`src/rtl/busio_arbiter_if.sv`:
```
// Handshake bundle between the pipeline ports, the arbiter and the external memory bus.
// master = arbiter side, slave = pipeline and memory environment side.
interface busio_arbiter_if #(
  parameter int ADDR_WIDTH = 32,
  parameter int DATA_WIDTH = 32
);
  localparam int STRB_WIDTH = DATA_WIDTH / 8;

  logic                  fetch_valid;
  logic [ADDR_WIDTH-1:0] fetch_address;
  logic [DATA_WIDTH-1:0] fetch_data;
  logic                  fetch_ready;

  logic                  mem_valid;
  logic                  mem_write;
  logic [ADDR_WIDTH-1:0] mem_address;
  logic [DATA_WIDTH-1:0] mem_write_data;
  logic [STRB_WIDTH-1:0] mem_strobe;
  logic [DATA_WIDTH-1:0] mem_read_data;
  logic                  mem_ready;

  logic                  ext_valid;
  logic                  ext_write;
  logic [ADDR_WIDTH-1:0] ext_address;
  logic [DATA_WIDTH-1:0] ext_write_data;
  logic [STRB_WIDTH-1:0] ext_strobe;
  logic                  ext_ready;
  logic [DATA_WIDTH-1:0] ext_read_data;

  modport master (
    input  fetch_valid, fetch_address,
    output fetch_data, fetch_ready,
    input  mem_valid, mem_write, mem_address, mem_write_data, mem_strobe,
    output mem_read_data, mem_ready,
    output ext_valid, ext_write, ext_address, ext_write_data, ext_strobe,
    input  ext_ready, ext_read_data
  );

  modport slave (
    output fetch_valid, fetch_address,
    input  fetch_data, fetch_ready,
    output mem_valid, mem_write, mem_address, mem_write_data, mem_strobe,
    input  mem_read_data, mem_ready,
    input  ext_valid, ext_write, ext_address, ext_write_data, ext_strobe,
    output ext_ready, ext_read_data
  );
endinterface

```
`src/rtl/busio_arbiter.sv`:
```
// Shares the external memory bus between instruction fetch and data load/store,
// one transaction at a time, data first with a bounded wait for fetch.
//
// state   | meaning
// S_IDLE  | arbitrate between pending fetch and data requests
// S_FETCH | fetch read on the external bus, waiting for ext_ready
// S_MEM   | load/store on the external bus, waiting for ext_ready
// S_DONE  | one completion cycle; matching ready pulses, no arbitration
module busio_arbiter #(
  parameter int ADDR_WIDTH         = 32,
  parameter int DATA_WIDTH         = 32,
  parameter int FETCH_STARVE_LIMIT = 4
) (
  input logic            clk,
  input logic            reset,
  busio_arbiter_if.master bus
);
  localparam int         STRB_WIDTH   = DATA_WIDTH / 8;
  localparam logic [3:0] STARVE_LIMIT = 4'(FETCH_STARVE_LIMIT);

  typedef enum logic [1:0] {S_IDLE, S_FETCH, S_MEM, S_DONE} state_t;

  state_t                state, state_nxt;
  logic                  grant_fetch, grant_mem;
  logic                  starve_hit, fetch_match;
  logic [3:0]            starve_cnt;
  logic                  is_fetch_q, write_q;
  logic [ADDR_WIDTH-1:0] addr_q;
  logic [DATA_WIDTH-1:0] wdata_q, fetch_data_q, mem_rdata_q;
  logic [STRB_WIDTH-1:0] strobe_q;

  assign starve_hit = (starve_cnt == STARVE_LIMIT);

  always_ff @(posedge clk or posedge reset) begin
    if (reset) state <= S_IDLE;
    else       state <= state_nxt;
  end

  always_comb begin
    state_nxt   = state;
    grant_fetch = 1'b0;
    grant_mem   = 1'b0;
    case (state)
      S_IDLE: begin
        if (bus.mem_valid && !(starve_hit && bus.fetch_valid)) begin
          grant_mem = 1'b1;
          state_nxt = S_MEM;
        end else if (bus.fetch_valid) begin
          grant_fetch = 1'b1;
          state_nxt   = S_FETCH;
        end
      end
      S_FETCH, S_MEM: if (bus.ext_ready) state_nxt = S_DONE;
      S_DONE:         state_nxt = S_IDLE;
      default:        state_nxt = S_IDLE;
    endcase
  end

  // Fetch and load requests always present full-word byte enables on the bus.
  always_ff @(posedge clk or posedge reset) begin
    if (reset) begin
      starve_cnt   <= '0;
      is_fetch_q   <= 1'b0;
      write_q      <= 1'b0;
      addr_q       <= '0;
      wdata_q      <= '0;
      strobe_q     <= '0;
      fetch_data_q <= '0;
      mem_rdata_q  <= '0;
    end else begin
      if (grant_mem) begin
        is_fetch_q <= 1'b0;
        write_q    <= bus.mem_write;
        addr_q     <= bus.mem_address;
        wdata_q    <= bus.mem_write_data;
        strobe_q   <= bus.mem_write ? bus.mem_strobe : '1;
        if (!bus.fetch_valid)  starve_cnt <= '0;
        else if (!starve_hit)  starve_cnt <= starve_cnt + 4'd1;
      end
      if (grant_fetch) begin
        is_fetch_q <= 1'b1;
        write_q    <= 1'b0;
        addr_q     <= bus.fetch_address;
        wdata_q    <= '0;
        strobe_q   <= '1;
        starve_cnt <= '0;
      end
      if (state == S_FETCH && bus.ext_ready)
        fetch_data_q <= bus.ext_read_data;
      if (state == S_MEM && bus.ext_ready && !write_q)
        mem_rdata_q <= bus.ext_read_data;
    end
  end

  // A fetch whose requester moved on or withdrew completes silently.
  assign fetch_match = bus.fetch_valid && (bus.fetch_address == addr_q);

  assign bus.ext_valid      = (state == S_FETCH) || (state == S_MEM);
  assign bus.ext_write      = write_q;
  assign bus.ext_address    = addr_q;
  assign bus.ext_write_data = wdata_q;
  assign bus.ext_strobe     = strobe_q;

  assign bus.fetch_data    = fetch_data_q;
  assign bus.mem_read_data = mem_rdata_q;
  assign bus.fetch_ready   = (state == S_DONE) && is_fetch_q && fetch_match;
  assign bus.mem_ready     = (state == S_DONE) && !is_fetch_q;
endmodule

```
`src/flat_wrapper.sv`:
```
// flat-port wrapper written by rule: the top's interface ports become plain ports
module busio_arbiter_flat 
#(
  parameter int ADDR_WIDTH         = 32,
  parameter int DATA_WIDTH         = 32,
  parameter int FETCH_STARVE_LIMIT = 4
)
  (clk, reset, bus_fetch_valid, bus_fetch_address, bus_fetch_data, bus_fetch_ready, bus_mem_valid, bus_mem_write, bus_mem_address, bus_mem_write_data, bus_mem_strobe, bus_mem_read_data, bus_mem_ready, bus_ext_valid, bus_ext_write, bus_ext_address, bus_ext_write_data, bus_ext_strobe, bus_ext_ready, bus_ext_read_data);
  busio_arbiter_if #(.ADDR_WIDTH(ADDR_WIDTH), .DATA_WIDTH(DATA_WIDTH)) bus_i ();
  input logic clk;
  input logic reset;
  input wire logic [$bits(bus_i.fetch_valid)-1:0] bus_fetch_valid;
  input wire logic [$bits(bus_i.fetch_address)-1:0] bus_fetch_address;
  output wire logic [$bits(bus_i.fetch_data)-1:0] bus_fetch_data;
  output wire logic [$bits(bus_i.fetch_ready)-1:0] bus_fetch_ready;
  input wire logic [$bits(bus_i.mem_valid)-1:0] bus_mem_valid;
  input wire logic [$bits(bus_i.mem_write)-1:0] bus_mem_write;
  input wire logic [$bits(bus_i.mem_address)-1:0] bus_mem_address;
  input wire logic [$bits(bus_i.mem_write_data)-1:0] bus_mem_write_data;
  input wire logic [$bits(bus_i.mem_strobe)-1:0] bus_mem_strobe;
  output wire logic [$bits(bus_i.mem_read_data)-1:0] bus_mem_read_data;
  output wire logic [$bits(bus_i.mem_ready)-1:0] bus_mem_ready;
  output wire logic [$bits(bus_i.ext_valid)-1:0] bus_ext_valid;
  output wire logic [$bits(bus_i.ext_write)-1:0] bus_ext_write;
  output wire logic [$bits(bus_i.ext_address)-1:0] bus_ext_address;
  output wire logic [$bits(bus_i.ext_write_data)-1:0] bus_ext_write_data;
  output wire logic [$bits(bus_i.ext_strobe)-1:0] bus_ext_strobe;
  input wire logic [$bits(bus_i.ext_ready)-1:0] bus_ext_ready;
  input wire logic [$bits(bus_i.ext_read_data)-1:0] bus_ext_read_data;
  assign bus_i.fetch_valid = bus_fetch_valid;
  assign bus_i.fetch_address = bus_fetch_address;
  assign bus_fetch_data = bus_i.fetch_data;
  assign bus_fetch_ready = bus_i.fetch_ready;
  assign bus_i.mem_valid = bus_mem_valid;
  assign bus_i.mem_write = bus_mem_write;
  assign bus_i.mem_address = bus_mem_address;
  assign bus_i.mem_write_data = bus_mem_write_data;
  assign bus_i.mem_strobe = bus_mem_strobe;
  assign bus_mem_read_data = bus_i.mem_read_data;
  assign bus_mem_ready = bus_i.mem_ready;
  assign bus_ext_valid = bus_i.ext_valid;
  assign bus_ext_write = bus_i.ext_write;
  assign bus_ext_address = bus_i.ext_address;
  assign bus_ext_write_data = bus_i.ext_write_data;
  assign bus_ext_strobe = bus_i.ext_strobe;
  assign bus_i.ext_ready = bus_ext_ready;
  assign bus_i.ext_read_data = bus_ext_read_data;
  busio_arbiter #(.ADDR_WIDTH(ADDR_WIDTH), .DATA_WIDTH(DATA_WIDTH), .FETCH_STARVE_LIMIT(FETCH_STARVE_LIMIT)) u_core (.clk(clk), .reset(reset), .bus(bus_i));
endmodule
```
`config.mk`:
```
export PLATFORM = sky130hd
export DESIGN_NAME = busio_arbiter_flat
export DESIGN_NICKNAME = d
export VERILOG_FILES = /design/src/rtl/busio_arbiter_if.sv /design/src/rtl/busio_arbiter.sv /design/src/flat_wrapper.sv
export SDC_FILE = /design/constraint.sdc
export NUM_CORES = 1
export LEC_CHECK = 0
export CAP_MARGIN = 20
export CORE_AREA = 2 2 123 125
export CTS_CLUSTER_SIZE = 10
export DETAILED_ROUTE_END_ITERATION = 10
export DIE_AREA = 0 0 125 127
export PLACE_DENSITY = 0.8
export SYNTH_ARGS = -nofsm -noshare
export SYNTH_HDL_FRONTEND = slang
export SYNTH_SLANG_ARGS = --single-unit
```
`constraint.sdc`:
```
create_clock -name clk -period 5.8 [get_ports clk]
set_input_delay 0.87 -clock clk [delete_from_list [all_inputs] [get_ports clk]]
set_output_delay 0.87 -clock clk [all_outputs]
set_load 0.005 [all_outputs]
```
# Word-level counts from Yosys, hierarchy flattened
# Index checks and enable logic that the tools add are counted.
dict set report word_totals {
  word_cells 60
  out_inout_bits 136
  ff_bits 140
}
dict set report op_classes {
  reduce_logical 18
  add_sub_neg 1
  n_mux 24
  eq_ne 8
}
# cell n
set ops {}
lappend ops {{$mux W32} 4}
lappend ops {{$eq A32 B32 Y1} 1}
lappend ops {{$mux W4} 7}
lappend ops {{$logic_and A1 B1 Y1} 9}
lappend ops {{$mux W1} 9}
lappend ops {{$mux W2} 3}
lappend ops {{$ne A3 B2 Y1 const B} 2}
lappend ops {{$pmux W2 S3} 1}
lappend ops {{$add A4 B1 Y4 const B} 1}
lappend ops {{$eq A2 B2 Y1 const B} 2}
lappend ops {{$eq A4 B3 Y1 const B} 1}
lappend ops {{$reduce_and A2 Y1} 2}
lappend ops {{$logic_not A1 Y1} 3}
lappend ops {{$eq A2 B1 Y1 const B} 1}
lappend ops {{$logic_not A2 Y1} 1}
lappend ops {{$ne A2 B2 Y1 const B} 1}
lappend ops {{$reduce_bool A2 Y1} 1}
lappend ops {{$reduce_or A2 Y1} 1}
lappend ops {{$logic_or A1 B1 Y1} 1}

# Depth between registers and ports, before layout
# Gate-level depths: netlist of run 1.
dict set report logic_depth {
  word_depth 8
  ltp_mapped 8
  ltp_nobuf 6
}

# Worst setup path after synthesis of run 1
# Ideal clock, no wire load.
dict set report synth_path {
  path_kind {input-to-output}
  startpoint {input port bus_fetch_address[18]}
  endpoint {output port bus_fetch_ready}
  slack_ns 3.176
  arrival_time_ns 1.754
  n_path_buf 0
  path_stages 4
  path_cell_list {xnor2_1 nand4_1 or4_1 nor3_1}
}
dict set report synth_via {
  elab_chain_cells 3
}
# item line
set synth_rtl {}
lappend synth_rtl {{from (decl)} flat_wrapper.sv:13} ;# input wire logic [$bits(bus_i.fetch_address)-1:0] bus_fetch_address;
lappend synth_rtl {{$eq A32 B32 Y1} busio_arbiter.sv:96} ;# assign fetch_match = bus.fetch_valid && (bus.fetch_address == addr_q);
lappend synth_rtl {{$logic_and A1 B1 Y1} busio_arbiter.sv:96}
lappend synth_rtl {{$logic_and A1 B1 Y1} busio_arbiter.sv:106} ;# assign bus.fetch_ready = (state == S_DONE) && is_fetch_q && fetch_match;
lappend synth_rtl {{to (decl)} flat_wrapper.sv:15} ;# output wire logic [$bits(bus_i.fetch_ready)-1:0] bus_fetch_ready;
# No other way between the ends.

# Worst setup path after layout of run 1
dict set report layout_path {
  startpoint {input port bus_fetch_valid}
  endpoint {output port bus_fetch_ready}
}
dict set report layout_via {
  elab_chain_cells 2
}
# item line
set layout_rtl {}
lappend layout_rtl {{from (decl)} flat_wrapper.sv:12} ;# input wire logic [$bits(bus_i.fetch_valid)-1:0] bus_fetch_valid;
lappend layout_rtl {{$logic_and A1 B1 Y1} busio_arbiter.sv:96}
lappend layout_rtl {{$logic_and A1 B1 Y1} busio_arbiter.sv:106}
# No other way between the ends.

==> qor.txt, run 1 <==
drt initial violations - 301
dpl ws - 1.97 ns
Setup-failing EPs final - 0
ys flop type - dfrtp_1
fin cells - 957
Rel. slew slack - 30.6%
CTS Hold Buffers Added - 0
pin count of the biggest net entering global routing - 96
fin util - 65.5%
Switching Fraction - 31.0%
asr flop ratio synth - 100%
EDFF count, synth - 0
dpl cell area - 8850 um^2
CORE AREA - 14400 um^2
Pint - 3.49 mW
Synth Register Bits - 140
initial antenna violation count - 0
Overflow after GRT - 0
Die Height - 127 um
htree depth - 4
Layout Skew - 0.00827 ns
sequential area share after synthesis - 58.0%
Setup crit start kind - primary input
setup_tns - 0 ns
Initial Util - 41.9%
Avg Inst Size Synth - 12.2 um^2
port bufs - 273
Synth area leader - dfrtp_1
CP Class - primary input to output pin
Switching Power - 1.57 mW
Num Clock Sinks - 140
Worst Setup SP - bus_fetch_valid
Power Density - 536 nW/um^2
I/O Pins - 274
routability cong. - 0.859
later-pin clock latency in the skew report - 0.41 ns
crit path time final - 3.86 ns
nets - 904
DP Wirelength - 12.4 mm
WP data arrival - 2.99 ns
DR vias/cell - 5.18
cell area after synthesis - 6040 um^2
Finished Cell Area - 9450 um^2
Worst-path clk slew - 0.06 ns
highest clock rate - 259 MHz
Worst setup EP type - output pin
P_leak - 3.98 nW
Antenna diodes - 0
MaxCap Viol Count - 0
status - completed
Worst Setup Slack, final - 1.94 ns
Yosys cell types - 37
Clk pwr share - 21.8%
Tot GR Track Use - 21.5%
vias in the first global route - 5318
root buf cell - clkbuf_16
top-area cell type share of the netlist area - 58.0%
Die Area - 15900 um^2
sequential power share - 34.8%
layout overhead on the synthesized area - 56.5%
CTS Buffer Depth - 2
wire length per cell - 17.8 um
CP Max Fanout - 9
Post-route DRC - 0
WP data required - 4.93 ns
clock tree from TritonCTS - done
FP Rows - 44
Mapped Cells - 493
combinational fraction of design power - 43.4%
top cells by area, synth - dfrtp_1 (58%), mux2_2 (12%), a21oi_1 (4.6%)
first-pass GRT wire length - 27.1 mm
R2R Path Start - u_core.state[0]$_DFFE_PP0P_
placed cells - 925
WL final - 17.1 mm
first-pass detailed-route iteration total - 4
via count - 4955
CTS buffer count - 17
Post-synth top cells - dfrtp_1 (140), mux2_2 (64), a21oi_1 (56), nand2_1 (42), nor2_1 (36)
pins over their slew limit - 0
Setup Buffers After CTS - 0
final antenna-violating net count - 0
cts repair resizes - 0
Fill cells - 1050
Hold/Removal Path Class - flip-flop to flip-flop
Final Cycle Share - 66.6%
RSZ-0062 raised after global routing - false
Ys Warns - 0
worst-margin pin slew - 1.04 ns
Fin. Hold Viols - 0
layout cell share with drive strength beyond 1 - 14.9%
worst vdd ir - 0.247 mV
Die Width - 125 um
Syn Nets - 637
most common cell in the synthesized netlist - dfrtp_1
hold path start - u_core.bus.ext_write_data[18]$_DFFE_PP0P_
-- final cells by class --
class,count,area (um^2),share of cell area [%]
clock buffer,19,433,4.58
clock inverter,13,166,1.76
inverter,5,23.8,0.252
multi-input combinational,318,2320,24.6
sequential,140,3500,37.1
tap,184,230,2.44
timing repair buffer,278,2770,29.3
-- kinds of logic (layout without fill, tap and decap cells) --
kind of cell,count (synthesis),after routing,share of synthesized area (%)
simple gates,102,102,7.61
fa+ha+maj,6,6,1.24
compound gates,114,114,12.9
mux,64,64,11.9
buf+inv,35,315,3.61
flops,140,140,58.0
xor+xnor,32,32,4.64
-- through the flow --
stage	hold WS (ns)	power, mW
after global placement	0.486	3.90
after floorplan	0.484	2.72
after global routing	0.517	5.37
after detailed placement	0.490	3.99
final	0.500	5.07
after CTS	0.505	5.11
-- power by group through the flow --
stage          combinational (mW)  clock, mW  sequential, mW
2_1_floorplan               0.955          0            1.77
3_3_place_gp                 2.16          0            1.74
3_5_place_dp                 2.22          0            1.77
4_1_cts                      2.23       1.12            1.76
5_1_grt                      2.38       1.17            1.82
6_report                     2.20       1.10            1.76
-- layout by cell type, fill, tap and decap left out, drive strengths merged --
cell | netlist | routed
or4 | 1 | 1
ha | 6 | 6
clkinvlp | 0 | 3
xnor2 | 16 | 16
nor3 | 2 | 2
nor2b | 2 | 2
a221oi | 1 | 1
o21ai | 5 | 5
nand2 | 42 | 42
o21a | 1 | 1
nand2b | 1 | 1
nand4 | 6 | 6
o2bb2ai | 1 | 1
buf | 27 | 5
clkinv | 0 | 4
clkdlybuf4s50 | 0 | 273
and3 | 1 | 1
o22a | 4 | 4
inv | 5 | 8
a21o | 1 | 1
mux2 | 64 | 64
clkbuf | 3 | 19
a211o | 1 | 1
nand3 | 5 | 5
dfrtp | 140 | 140
o221a | 1 | 1
nand3b | 1 | 1
xor2 | 16 | 16
nor2 | 36 | 36
nor4 | 4 | 4
a22o | 32 | 32
a21oi | 67 | 67
bufinv | 0 | 3
nand4b | 1 | 1
-- critical path, stage by stage --
cell             delay (ns)
clkdlybuf4s50_1        0.74
nand4_1                0.16
or4_1                  0.52
nor3_1                 0.14
clkdlybuf4s50_1        0.56
-- registers in the layout, summed over array words and instances (netlist names) --
signal / count
u_core.bus.ext_write_data: 32
u_core.bus.ext_write: 1
u_core.bus.ext_strobe: 4
u_core.is_fetch_q: 1
u_core.state: 2
u_core.bus.fetch_data: 32
u_core.bus.ext_address: 32
u_core.bus.mem_read_data: 32
u_core.starve_cnt: 4
-- routing by layer --
metal	vias to the layer above	part of all wire, %	routed length, um	GRT usage [%]
met5	-	0	0	0
met4	0	3.5	594	9.80
met3	42	7.3	1250	6.78
met2	225	49	8300	35.2
met1	2418	41	6930	26.2
li1	2270	-	-	-
-- final timing paths --
path	cells after the start	slack [ns]	end
max	5	1.94	bus_fetch_ready
min	1	0.50	u_core.bus.ext_write_data[18]$_DFFE_PP0P_
max reg2reg	6	3.42	u_core.bus.ext_address[16]$_DFFE_PP0P_
min reg2reg	1	0.50	u_core.bus.ext_write_data[18]$_DFFE_PP0P_
max in group asynchronous	3	3.63	u_core.starve_cnt[1]$_DFFE_PP0P_
min in group asynchronous	2	1.02	u_core.bus.mem_read_data[2]$_DFFE_PP0P_
Power figures use the tool's default switching activity.
==> run 2, diff against run 1 <==
==> constraint.sdc (replaced) <==
create_clock -name clk -period 3.69 [get_ports clk]
set_input_delay 0.5535 -clock clk [delete_from_list [all_inputs] [get_ports clk]]
set_output_delay 0.5535 -clock clk [all_outputs]
set_load 0.005 [all_outputs]
==> run 2 against run 1 <==
Against the previous run: combinational power rose by 57%; clock skew about the same; power grew 56%; utilization rose by 0.24 points; routed wire length decreased by 2.2%; first-iteration DRC count is 30% lower; sequential share of layout area down 0.14 points; global-route usage fell by 0.29 points; sequential power grew 58%; non-clock buffer count up 4; cell area rose by 0.37%; critical endpoint unchanged; largest cell class unchanged; largest power group unchanged.
==> qor.txt, run 2 (synthesis gave the netlist of run 1 again) <==
CTS buffer count - 17 (unchanged)
via count - 4935 (was 4955)
CP Max Fanout - 2 (was 9)
final antenna-violating net count - 0 (unchanged)
Total Power - 7.92 mW (was 5.07 mW)
Post-route DRC - 0 (unchanged)
crit path time final - 3.24 ns
clock tree from TritonCTS - done (unchanged)
first-pass detailed-route iteration total - 4 (unchanged)
Fill cells - 1056 (was 1050)
commonest non-fill, non-tap cell in the layout - clkdlybuf4s50_1 (unchanged)
wire length per cell - 17.4 um (was 17.8 um)
CTS Hold Buffers Added - 0 (unchanged)
Fin. Hold Viols - 0 (unchanged)
Tot GR Track Use - 21.2% (was 21.5%)
DP Wirelength - 12.3 mm (was 12.4 mm)
WL final - 16.7 mm (was 17.1 mm)
CORE AREA - 14400 um^2 (unchanged)
port bufs - 273 (unchanged)
WP data arrival - 2.69 ns (was 2.99 ns)
dpl cell area - 8890 um^2 (was 8850 um^2)
layout overhead on the synthesized area - 57.1% (was 56.5%)
Initial Util - 41.9% (unchanged)
register-to-register path setup slack - 1.66 ns (was 3.42 ns)
Num Clock Sinks - 140 (unchanged)
pins over their slew limit - 0 (unchanged)
CTS Buffer Depth - 2 (unchanged)
Hold/Removal Path Class - primary input to async pin (was flip-flop to flip-flop)
RSZ-0062 raised after global routing - false (unchanged)
vias in the first global route - 5231 (was 5318)
drt initial violations - 211 (was 301)
routability cong. - 0.873 (was 0.859)
WP data required - 3.14 ns (was 4.93 ns)
DR vias/cell - 5.14 (was 5.18)
Finished Cell Area - 9490 um^2 (was 9450 um^2)
worst-margin pin slew - 0.718 ns (was 1.04 ns)
Die Area - 15900 um^2 (unchanged)
status - completed (unchanged)
worst vdd ir - 0.380 mV (was 0.247 mV)
Antenna diodes - 0 (unchanged)
most frequent cells in the layout - clkdlybuf4s50_1 (273), dfrtp_1 (140), mux2_2 (64), a21oi_1 (56), nand2_1 (42) (unchanged)
Setup Buffers After CTS - 0 (unchanged)
P_leak - 4.00 nW (was 3.98 nW)
root buf cell - clkbuf_16 (unchanged)
later-pin clock latency in the skew report - 0.41 ns (about the same)
Die Width - 125 um (unchanged)
Worst setup EP type - output pin (unchanged)
highest clock rate - 308 MHz
Power Density - 835 nW/um^2 (was 536 nW/um^2)
Overflow after GRT - 0 (unchanged)
CP Class - primary input to output pin (unchanged)
Setup-failing EPs final - 0 (unchanged)
first-pass GRT wire length - 26.6 mm (was 27.1 mm)
initial antenna violation count - 0 (unchanged)
FP Rows - 44 (unchanged)
Final Cycle Share - 87.9%
nets - 908 (was 904)
layout cell share with drive strength beyond 1 - 15.6% (was 14.9%)
Layout Skew - 0.00833 ns (was 0.00827 ns)
Die Height - 127 um (unchanged)
MaxCap Viol Count - 0 (unchanged)
Rel. slew slack - 52.2% (was 30.6%)
htree depth - 4 (unchanged)
Worst-path clk slew - 0.06 ns (about the same)
Setup crit start kind - primary input (unchanged)
setup_tns - 0 ns (unchanged)
I/O Pins - 274 (unchanged)
pin count of the biggest net entering global routing - 139 (was 96)
cts repair resizes - 0 (unchanged)
run 2: changes by cell type in the layout (fill, tap and decap cells not counted), sizes merged:
cell	before	now
buf	5	9
bufinv	3	2
clkinv	4	5
clkinvlp	3	5
inv	8	6
run 2: stage by stage:
stage	util [%]	worst slack, ns	cells	hold slack, ns
2_1_floorplan	-	1.39	493	0.484
6_report	65.8	0.447	961	0.360
3_3_place_gp	61.6	0.478	929	0.486
4_1_cts	65.8	0.441	961	0.345
5_1_grt	65.8	0.395	961	0.358
3_5_place_dp	61.6	0.445	929	0.493
run 2: cell type report:
type | instances | area (um^2) | share of cell area (%)
Clock buffer | 19 | 453 | 4.78
Clock inverter | 13 | 140 | 1.48
Inverter | 5 | 22.5 | 0.237
Multi-Input combinational cell | 318 | 2320 | 24.5
Sequential cell | 140 | 3500 | 36.9
Tap cell | 184 | 230 | 2.43
Timing Repair Buffer | 282 | 2810 | 29.7
run 2: critical path, cell delays in order:
cell,delay [ns]
clkdlybuf4s50_1,0.44
xnor2_1,0.24
nand4_1,0.16
or4_1,0.56
nor3_1,0.19
clkdlybuf4s50_1,0.54
run 2: per-layer routing:
metal / global-route usage (%) / part of all wire [%]
met3: 6.66 / 7.5
met5: 0 / 0
met1: 26.0 / 41
met4: 8.95 / 2.5
met2: 35.0 / 49
run 2: path summary, 6_finish.rpt:
path / startpoint / to / cells past startpoint
worst max-delay path: bus_fetch_address[24] / bus_fetch_ready / 6
worst min-delay path: reset / u_core.bus.mem_read_data[17]$_DFFE_PP0P_ / 2
worst max register to register: u_core.state[0]$_DFFE_PP0P_ / u_core.bus.ext_strobe[3]$_DFFE_PP0P_ / 5
worst min register to register: u_core.bus.mem_read_data[31]$_DFFE_PP0P_ / u_core.bus.mem_read_data[31]$_DFFE_PP0P_ / 1
max in group asynchronous: reset / u_core.bus.ext_write_data[16]$_DFFE_PP0P_ / 3
min in group clk: u_core.bus.mem_read_data[31]$_DFFE_PP0P_ / u_core.bus.mem_read_data[31]$_DFFE_PP0P_ / 1
run 2: power by group:
| group | switching, mW | total, mW | leakage (nW) | internal (mW) |
|---|---|---|---|---|
| clock | 0.652 | 1.68 | 0.282 | 1.03 |
| sequential | 0.503 | 2.78 | 1.67 | 2.28 |
| combinational | 1.30 | 3.46 | 2.05 | 2.16 |
